<file path="config.mk">
export PLATFORM = sky130hd
export DESIGN_NAME = draw_cmd_sequencer
export DESIGN_NICKNAME = d
export VERILOG_FILES = /design/src/rtl/draw_cmd_sequencer.sv
export SDC_FILE = /design/constraint.sdc
export NUM_CORES = 1
export LEC_CHECK = 0
export ABC_AREA = 1
export BUFFER_PORTS_ARGS = -buffer_cell sky130_fd_sc_hd__buf_2
export CORE_MARGIN = 2
export CORE_UTILIZATION = 29
export CTS_CLUSTER_SIZE = 14
export DETAILED_ROUTE_END_ITERATION = 8
export PLACE_DENSITY = 0.46
export SLEW_MARGIN = 30
export SYNTH_ARGS = -nofsm -noshare
export SYNTH_HDL_FRONTEND = slang
export SYNTH_SLANG_ARGS = --single-unit
</file>
<file path="constraint.sdc">
create_clock -name clock -period 8.55 [get_ports clock]
set_clock_uncertainty 0.15 [all_clocks]
set_input_delay 0.4275 -clock clock [delete_from_list [all_inputs] [get_ports clock]]
set_output_delay 0.4275 -clock clock [all_outputs]
set_load 0.01 [all_outputs]
</file>
<file path="src/rtl/draw_cmd_sequencer.sv">
// Command FIFO and issue sequencer for the draw rasteriser. END_FRAME commands
// wait for VGA blanking, pulse swap_buffer, and flip the back-buffer base address.
module draw_cmd_sequencer #(
  parameter int          COORD_WIDTH   = 16,
  parameter int          COLOUR_WIDTH  = 32,
  parameter int          DEPTH         = 8,
  parameter logic [31:0] BUFFER_A_ADDR = 32'h00000000,
  parameter logic [31:0] BUFFER_B_ADDR = 32'h0012C000,
  parameter logic [3:0]  OP_END_FRAME  = 4'hF
) (
  input  logic                      clock,
  input  logic                      reset,
  input  logic                      cmd_valid,
  output logic                      cmd_ready,
  input  logic [3:0]                cmd_opcode,
  input  logic [COORD_WIDTH-1:0]    cmd_ax,
  input  logic [COORD_WIDTH-1:0]    cmd_ay,
  input  logic [COORD_WIDTH-1:0]    cmd_bx,
  input  logic [COORD_WIDTH-1:0]    cmd_by,
  input  logic [COORD_WIDTH-1:0]    cmd_cx,
  input  logic [COORD_WIDTH-1:0]    cmd_cy,
  input  logic [COLOUR_WIDTH-1:0]   cmd_colour,
  output logic                      draw_en,
  input  logic                      draw_done,
  output logic [3:0]                opcode,
  output logic [COORD_WIDTH-1:0]    ax,
  output logic [COORD_WIDTH-1:0]    ay,
  output logic [COORD_WIDTH-1:0]    bx,
  output logic [COORD_WIDTH-1:0]    by,
  output logic [COORD_WIDTH-1:0]    cx,
  output logic [COORD_WIDTH-1:0]    cy,
  output logic [COLOUR_WIDTH-1:0]   colour,
  input  logic                      vga_blank_n,
  output logic                      swap_buffer,
  output logic [31:0]               buffer_addr,
  output logic [7:0]                frame_count,
  output logic [$clog2(DEPTH):0]    fifo_count,
  output logic                      busy
);

  localparam int AW   = $clog2(DEPTH);
  localparam int CNTW = AW + 1;
  localparam logic [CNTW-1:0] FULL_COUNT = CNTW'(DEPTH);

  localparam logic [2:0] S_IDLE       = 3'd0;
  localparam logic [2:0] S_ISSUE      = 3'd1;
  localparam logic [2:0] S_WAIT_DONE  = 3'd2;
  localparam logic [2:0] S_WAIT_BLANK = 3'd3;
  localparam logic [2:0] S_SWAP       = 3'd4;

  typedef struct packed {
    logic [3:0]              op;
    logic [COORD_WIDTH-1:0]  ax, ay, bx, by, cx, cy;
    logic [COLOUR_WIDTH-1:0] colour;
  } cmd_t;

  cmd_t            mem [DEPTH];
  cmd_t            in_cmd, head_cmd;
  cmd_t            ops_q, ops_d;
  logic [AW-1:0]   wr_ptr_q, wr_ptr_d, rd_ptr_q, rd_ptr_d;
  logic [CNTW-1:0] count_q, count_d;
  logic [2:0]      state_q, state_d;
  logic [31:0]     buffer_addr_q, buffer_addr_d;
  logic [7:0]      frame_count_q, frame_count_d;
  logic            push, pop;

  // No bypass when full: readiness depends only on the registered count.
  assign cmd_ready = (count_q < FULL_COUNT);
  assign push      = cmd_valid && cmd_ready;
  assign pop       = (state_q == S_IDLE) && (count_q != '0);
  assign in_cmd    = {cmd_opcode, cmd_ax, cmd_ay, cmd_bx, cmd_by, cmd_cx, cmd_cy, cmd_colour};
  assign head_cmd  = mem[rd_ptr_q];

  always_comb begin
    // NOTE: every signal gets a default first so no path leaves it unassigned (no latches).
    state_d       = state_q;
    ops_d         = ops_q;
    wr_ptr_d      = wr_ptr_q;
    rd_ptr_d      = rd_ptr_q;
    buffer_addr_d = buffer_addr_q;
    frame_count_d = frame_count_q;
    count_d       = count_q + CNTW'(push) - CNTW'(pop);

    if (push) wr_ptr_d = wr_ptr_q + AW'(1);
    if (pop)  rd_ptr_d = rd_ptr_q + AW'(1);

    case (state_q)
      S_IDLE: begin
        if (pop) begin
          if (head_cmd.op == OP_END_FRAME) begin
            state_d = S_WAIT_BLANK;
          end else begin
            ops_d   = head_cmd;
            state_d = S_ISSUE;
          end
        end
      end
      S_ISSUE:      state_d = S_WAIT_DONE;
      S_WAIT_DONE:  if (draw_done) state_d = S_IDLE;
      S_WAIT_BLANK: if (!vga_blank_n) state_d = S_SWAP;
      S_SWAP: begin
        buffer_addr_d = (buffer_addr_q == BUFFER_A_ADDR) ? BUFFER_B_ADDR : BUFFER_A_ADDR;
        frame_count_d = frame_count_q + 8'd1;
        state_d       = S_IDLE;
      end
      default:      state_d = S_IDLE;
    endcase
  end

  // NOTE: the storage array has no reset; pointers and count alone define which entries are valid.
  always_ff @(posedge clock) begin
    if (push) mem[wr_ptr_q] <= in_cmd;
  end

  // NOTE: sequential state uses non-blocking assignments so all flops update together.
  always_ff @(posedge clock or posedge reset) begin
    if (reset) begin
      state_q       <= S_IDLE;
      ops_q         <= '0;
      wr_ptr_q      <= '0;
      rd_ptr_q      <= '0;
      count_q       <= '0;
      buffer_addr_q <= BUFFER_B_ADDR;
      frame_count_q <= '0;
    end else begin
      state_q       <= state_d;
      ops_q         <= ops_d;
      wr_ptr_q      <= wr_ptr_d;
      rd_ptr_q      <= rd_ptr_d;
      count_q       <= count_d;
      buffer_addr_q <= buffer_addr_d;
      frame_count_q <= frame_count_d;
    end
  end

  assign draw_en     = (state_q == S_ISSUE);
  assign swap_buffer = (state_q == S_SWAP);
  assign opcode      = ops_q.op;
  assign ax          = ops_q.ax;
  assign ay          = ops_q.ay;
  assign bx          = ops_q.bx;
  assign by          = ops_q.by;
  assign cx          = ops_q.cx;
  assign cy          = ops_q.cy;
  assign colour      = ops_q.colour;
  assign buffer_addr = buffer_addr_q;
  assign frame_count = frame_count_q;
  assign fifo_count  = count_q;
  assign busy        = (state_q != S_IDLE) || (count_q != '0);

endmodule

</file>
* Word level (Yosys, flattened, before mapping) *
Memories as Yosys holds them, arrays and structs flattened.
Index checks and enable logic that the tools add are counted.
W data, S select, Z words.

cells by class
  order comparisons = 1
  reductions and logical operators = 9
  add/subtract/negate cells = 5
  multiplexer cells = 8
  bitwise operators = 1
  equality and inequality tests = 8

operators with widths
  cell                   count
  $logic_not A32 Y1      1
  $mux W21               1
  $pmux W3 S4            1
  $mux W3                3
  $add A8 B1 Y8 const B  1
  $add A3 B1 Y3 const B  2
  $eq A3 B2 Y1 const B   2
  $ne A2 B2 Y1 const B   3
  $reduce_and A3 Y1      2
  $add A4 B1 Y4          1
  $eq A4 B4 Y1 const B   1
  $lt A4 B4 Y1 const B   1
  $reduce_bool A4 Y1     1
  $sub A4 B1 Y4          1
  $eq A3 B1 Y1 const B   1
  $eq A3 B3 Y1 const B   1
  $logic_not A3 Y1       1
  $reduce_bool A3 Y1     1
  $logic_and A1 B1 Y1    2
  $mux W1                2
  $mux W2                1
  $logic_or A1 B1 Y1     1
  $not A1 Y1             1

storage, ports and cells
  memory bits (writable) = 1056
  word-level logic and storage cells = 47
  register bits = 185
  memories kept = 1
  bits of input ports = 137
  output and inout port bits = 180

memories
  name  words  bits a word  read ports  clocked after Yosys merged registers in  write ports  RTL line  RTL
  mem   8      132          1           0                                        1            57        cmd_t mem [DEPTH];

* Logic depth before layout (Yosys ltp) *
An unclocked memory read counts as a cell.

  depth in word-level cells = 5
  depth in mapped cells = 15
  gate-level depth less buffers = 11

* Worst setup path before layout *
OpenSTA, ideal clock, no wires.

  path kind = reg-to-reg
  start = reg count_q[3] (netlist: fifo_count[3])
  end = mem mem[0][0] in the netlist's numbering (enable)
  cell stages (with the launch flop) = 5
  clock period less this slack = 7.226 ns
  data arrival time = 6.451 ns
  library setup time = 0.625 ns
  buffers on the path = 0
  path slack = 1.324 ns
  data required time = 7.775 ns
  cells stage by stage = dfrtp_1 -> inv_1 -> nand2_1 -> or2_2 -> nor2_1

between the ends
  cells in the longest elaborated chain, start to end = 4

ends and longest elaborated chain
  element                        RTL line  RTL
  from (decl)                    61        logic [CNTW-1:0] count_q, count_d;
  from (signal assigned)         130       count_q <= count_d;
  $lt A4 B4 Y1                   68        assign cmd_ready = (count_q < FULL_COUNT);
  net cmd_ready                  14        output logic cmd_ready,
  $logic_and A1 B1 Y1            69        assign push = cmd_valid && cmd_ready;
  $mux W1                        112       if (push) mem[wr_ptr_q] <= in_cmd;
  $mux W1 (implied by the code)  112
  to (decl)                      57

The timed path passes the listed nets, and every way through them passes these cells.

* Final worst setup path *
  start = reg rd_ptr_q[0]
  end = reg ops_q (netlist bit cy[4])

between the ends
  cells in the longest elaborated chain, start to end = 4

ends and longest elaborated chain
  element                             RTL line  RTL
  from (decl)                         60        logic [AW-1:0] wr_ptr_q, wr_ptr_d, rd_ptr_q, rd_ptr_d;
  from (signal assigned)              129       rd_ptr_q <= rd_ptr_d;
  $mem_v2 Z8 W132 (*)                 n/a
  $eq A4 B4 Y1                        90        if (head_cmd.op == OP_END_FRAME) begin
  $not A1 Y1 (no source line)         n/a
  $reduce_and A3 Y1 (no source line)  n/a
  to (signal assigned)                127       ops_q <= ops_d;
  to (decl)                           59        cmd_t ops_q, ops_d;

Mark *: on every way between the ends. The rest lies on a longest branch, timed or not.
A chain may end at the register's enable or synchronous reset.

==> impl_summary.md <==
Outcome
The flow ran to the end, and the final reports show no timing, DRC or antenna violations.

Die
317 I/O pins were placed. From left edge to right edge, the die measures 406 µm. The initial utilization of the core area, before any placement, comes to 29.2%. The floorplan has 147 rows. The floorplan step defined a die boundary enclosing 0.165 mm². The floorplan step set the die height to 406 µm. The core footprint is 0.160 mm².

Yosys
Counting flops with an async set or reset pin after synthesis yields a share of 12.7%. The most used flip-flop cell after synthesis is sky130_fd_sc_hd__edfxtp_1. The average instance in the mapped netlist occupies 13.0 µm². In the post-synthesis netlist, the biggest area contributors are sky130_fd_sc_hd__edfxtp_1, sky130_fd_sc_hd__dfrtp_1, sky130_fd_sc_hd__nor2_1. Yosys printed 0 warnings. Of the synthesized area, sequential elements account for 76.0%. The post-synthesis cell type with the largest combined area is sky130_fd_sc_hd__edfxtp_1. The synthesized area is roughly 0.047 mm². The synthesized design contains around 1200 register bits.

sky130_fd_sc_hd__edfxtp_1 is the most common cell in the netlist. The number of unique standard cell types used by synthesis is 30. Counting flops with a built-in enable in the synthesized netlist gives 1056.

In this run the biggest area consumer among cell types represents 67.8% of the synthesized area. The commonest cells after synthesis are sky130_fd_sc_hd__edfxtp_1, sky130_fd_sc_hd__nor2_1, sky130_fd_sc_hd__o21ai_0, sky130_fd_sc_hd__nand2_1, sky130_fd_sc_hd__o211ai_1. The cell count after synthesis is roughly 3600.

Layout
Cells fill 35.1% of the core in the end. From synthesis to final layout, the design area changed by 20.2%. The fraction of final layout cells sized beyond drive strength 1 is 13.3%. The number of nets in the finished design is 4111.

Worst setup path
The endpoint of the most critical register-to-register path is cy[4]. The critical path's slowest cell is sky130_fd_sc_hd__buf_4. For the worst setup path, the data arrival time is 4.37 ns. For the worst setup path, the data required time is 9.06 ns. The number of cells traversed by the worst register-to-register path is 9. The register-to-register setup slack is 4.69 ns. STA classifies the critical path endpoint as a flop.

The sort of element at the start of the critical path is a flop. The critical path is of the flop to flop type. The signal on the critical path passes through buf_12, buf_4, buf_4, nor2_1, nor2_1, o21ai_0, o211ai_1, nand2_1, o21ai_0. The largest single stage delay on the critical path is 0.87 ns. The startpoint of the most critical register-to-register path is rd_ptr_q[0]. Along the worst path, the maximum fanout reaches approximately 160.

Run
The number of max-cap violations is 0.

STA
The number of max-slew violations in the final report is 0. Timing would allow up to 259 MHz. Subtracting the final worst setup slack from the clock period gives 3.86 ns. The final hold violation count was 0. After layout, the worst path uses between 40% and 50% of the clock period. After routing, the total negative slack on setup checks comes to 0 ns.

The pin slew with the least headroom to its limit is 1.01 ns. In the post-route analysis, the smallest setup slack over all paths is around 4.7 ns. Setup violations remaining at the end of the flow were counted as 0. The worst pin sits at a relative slew slack of 32.6%.

Setup repair after global routing left no endpoint under its margin.

Power
The cell area power density is ~350 mW/mm². The analysis attributes to cell leakage a power of about 20 nW. VDD sags by at most 0.266 mV.

Clocking
The number of clock sinks is 1210. In this run the clock root is driven by a sky130_fd_sc_hd__clkbuf_16. The H-tree was split into 4 levels. Clock-pin slew was measured on the worst setup and hold paths at 0.06 ns. The maximum buffer depth of the clock tree is 3. The clock insertion delay at the later pin of the skew report is about 0.77 ns.

The count of instances resized after the clock tree is built is 0. The buffer count from post-CTS setup fixing is 0. TritonCTS built the clock tree.

The number of clock buffers added by TritonCTS is 139. The number of hold buffers added after CTS was approximately 140.

GRT
Global routing used about 15% of the available tracks across all layers. The remaining global-route overflow is 0. The first global-routing pass estimated 183000 µm of wire. The via count of the first global-routing pass is 27600. The initial antenna violation count came to 16. The largest net degree at the start of global routing is 212.

Worst hold path
The path category of the worst min-delay check is input port to asynchronous set/reset pin.

Routing
After detailed routing, the number of remaining DRC violations is 0. In the final routed layout, each cell accounts on average for around 20 µm. The number of violations reported at the end of detailed-routing iteration 0 is ~1800. The total via count in the routed design is 28400.

The final layout contains routed wiring with a total length of 123000 µm. The detail route stage leaves a number of antenna-violating nets equal to 0. The number of vias per cell is 4.55. The first TritonRoute pass finished after 5 iterations.

Placement
The number of I/O port buffers is 288. Detailed placement ended at an HPWL of 59200 µm. The worst setup slack before clock tree synthesis is 4.67 ns. The congestion estimate from routability-driven global placement came to 0.694.
## metal layers
metal  GRT usage [%]  routed length, µm  up-vias
li1                -                  -    13700
met1            20.5              57800    14000
met2            23.4              56600      541
met3            3.15               5840      164
met4            3.91               2250       14
met5               0                 96        -
## report_power, final
part           internal, mW  switching [mW]  total, mW
clock                  3.46            2.41       5.87
combinational          1.77            4.17       5.94
sequential             7.35           0.391       7.74
## cells by family after synthesis
family                   Yosys count  synth area share [%]
XOR/XNOR                          13                 0.243
buffers and inverters            304                  3.12
AO/OA/AOI/OAI                    908                  11.1
other                              1               0.00801
flip-flops                      1210                  76.0
AND/OR/NAND/NOR                 1150                  9.32
adder cells (fa/ha/maj)            8                 0.230
## stage by stage
step	instances	power, mW	area, µm²	hold WS [ns]
global placement	5846	13.8	50300	0.304
global route	6243	20.8	56300	0.201
CTS	6237	19.9	56200	0.164
detailed placement	5846	13.9	50300	0.310
floorplan	3621	11.9	46900	0.343
finish	6244	19.5	56300	0.206
## final cells by class
cell class	instances	area (µm²)
clock buffer	202	3940
inverter	40	183
clock inverter	53	574
fill	15700	104000
multi-input combinational	2107	9950
antenna	4	10.0
sequential	1210	35600
timing repair buffer	468	3330
tap	2160	2700
## cell usage in the layout, fill, tap and decap left out, types with 4 or more instances in the layout
cell type and n:
sky130_fd_sc_hd__conb_1 28, sky130_fd_sc_hd__clkbuf_8 14, sky130_fd_sc_hd__o21ai_1 84, sky130_fd_sc_hd__o211ai_1 256, sky130_fd_sc_hd__inv_1 36, sky130_fd_sc_hd__o21ai_0 565, sky130_fd_sc_hd__buf_2 288, sky130_fd_sc_hd__nand2_1 331
sky130_fd_sc_hd__xor2_1 9, sky130_fd_sc_hd__nor2_4 8, sky130_fd_sc_hd__clkbuf_1 45, sky130_fd_sc_hd__nor2_1 782, sky130_fd_sc_hd__buf_4 28, sky130_fd_sc_hd__bufinv_16 8, sky130_fd_sc_hd__clkinv_8 5, sky130_fd_sc_hd__dfrtp_1 151
sky130_fd_sc_hd__diode_2 4, sky130_fd_sc_hd__edfxtp_1 1056, sky130_fd_sc_hd__xnor2_1 4, sky130_fd_sc_hd__buf_12 12, sky130_fd_sc_hd__clkinv_2 13, sky130_fd_sc_hd__clkinv_1 17, sky130_fd_sc_hd__ha_1 7, sky130_fd_sc_hd__inv_16 4
sky130_fd_sc_hd__dlygate4sd3_1 136, sky130_fd_sc_hd__inv_6 5, sky130_fd_sc_hd__nand3_1 23, sky130_fd_sc_hd__clkbuf_16 143
## sequential cells by signal, summed over array words and instances, names as in the netlist, 4 cells and up
signal       count
bx              16
by              16
fifo_count       4
ax              16
mem           1056
opcode           4
cx              16
ay              16
colour          32
frame_count      8
cy              16
## worst max path at each step
stage | start | cells after the start | slack, ns | to
after floorplan | fifo_count[3] | 4 | 1.32 | mem[0][0]
after global placement | rd_ptr_q[0] | 9 | 4.73 | colour[23]
after CTS | rd_ptr_q[1] | 7 | 4.67 | cx[1]
final | rd_ptr_q[0] | 9 | 4.69 | cy[4]
after detailed placement | rd_ptr_q[0] | 9 | 4.67 | cy[4]
after global routing | rd_ptr_q[0] | 9 | 4.37 | colour[22]
## worst max-delay path: cells and delay by family (launching register included)
| family | cells | cell delay, ns |
|---|---|---|
| AND/OR/NAND/NOR | 3 | 0.27 |
| flip-flops | 1 | 0.47 |
| buffers and inverters | 3 | 2.24 |
| AO/OA/AOI/OAI | 3 | 0.38 |
(Power assumes the default switching activity.)
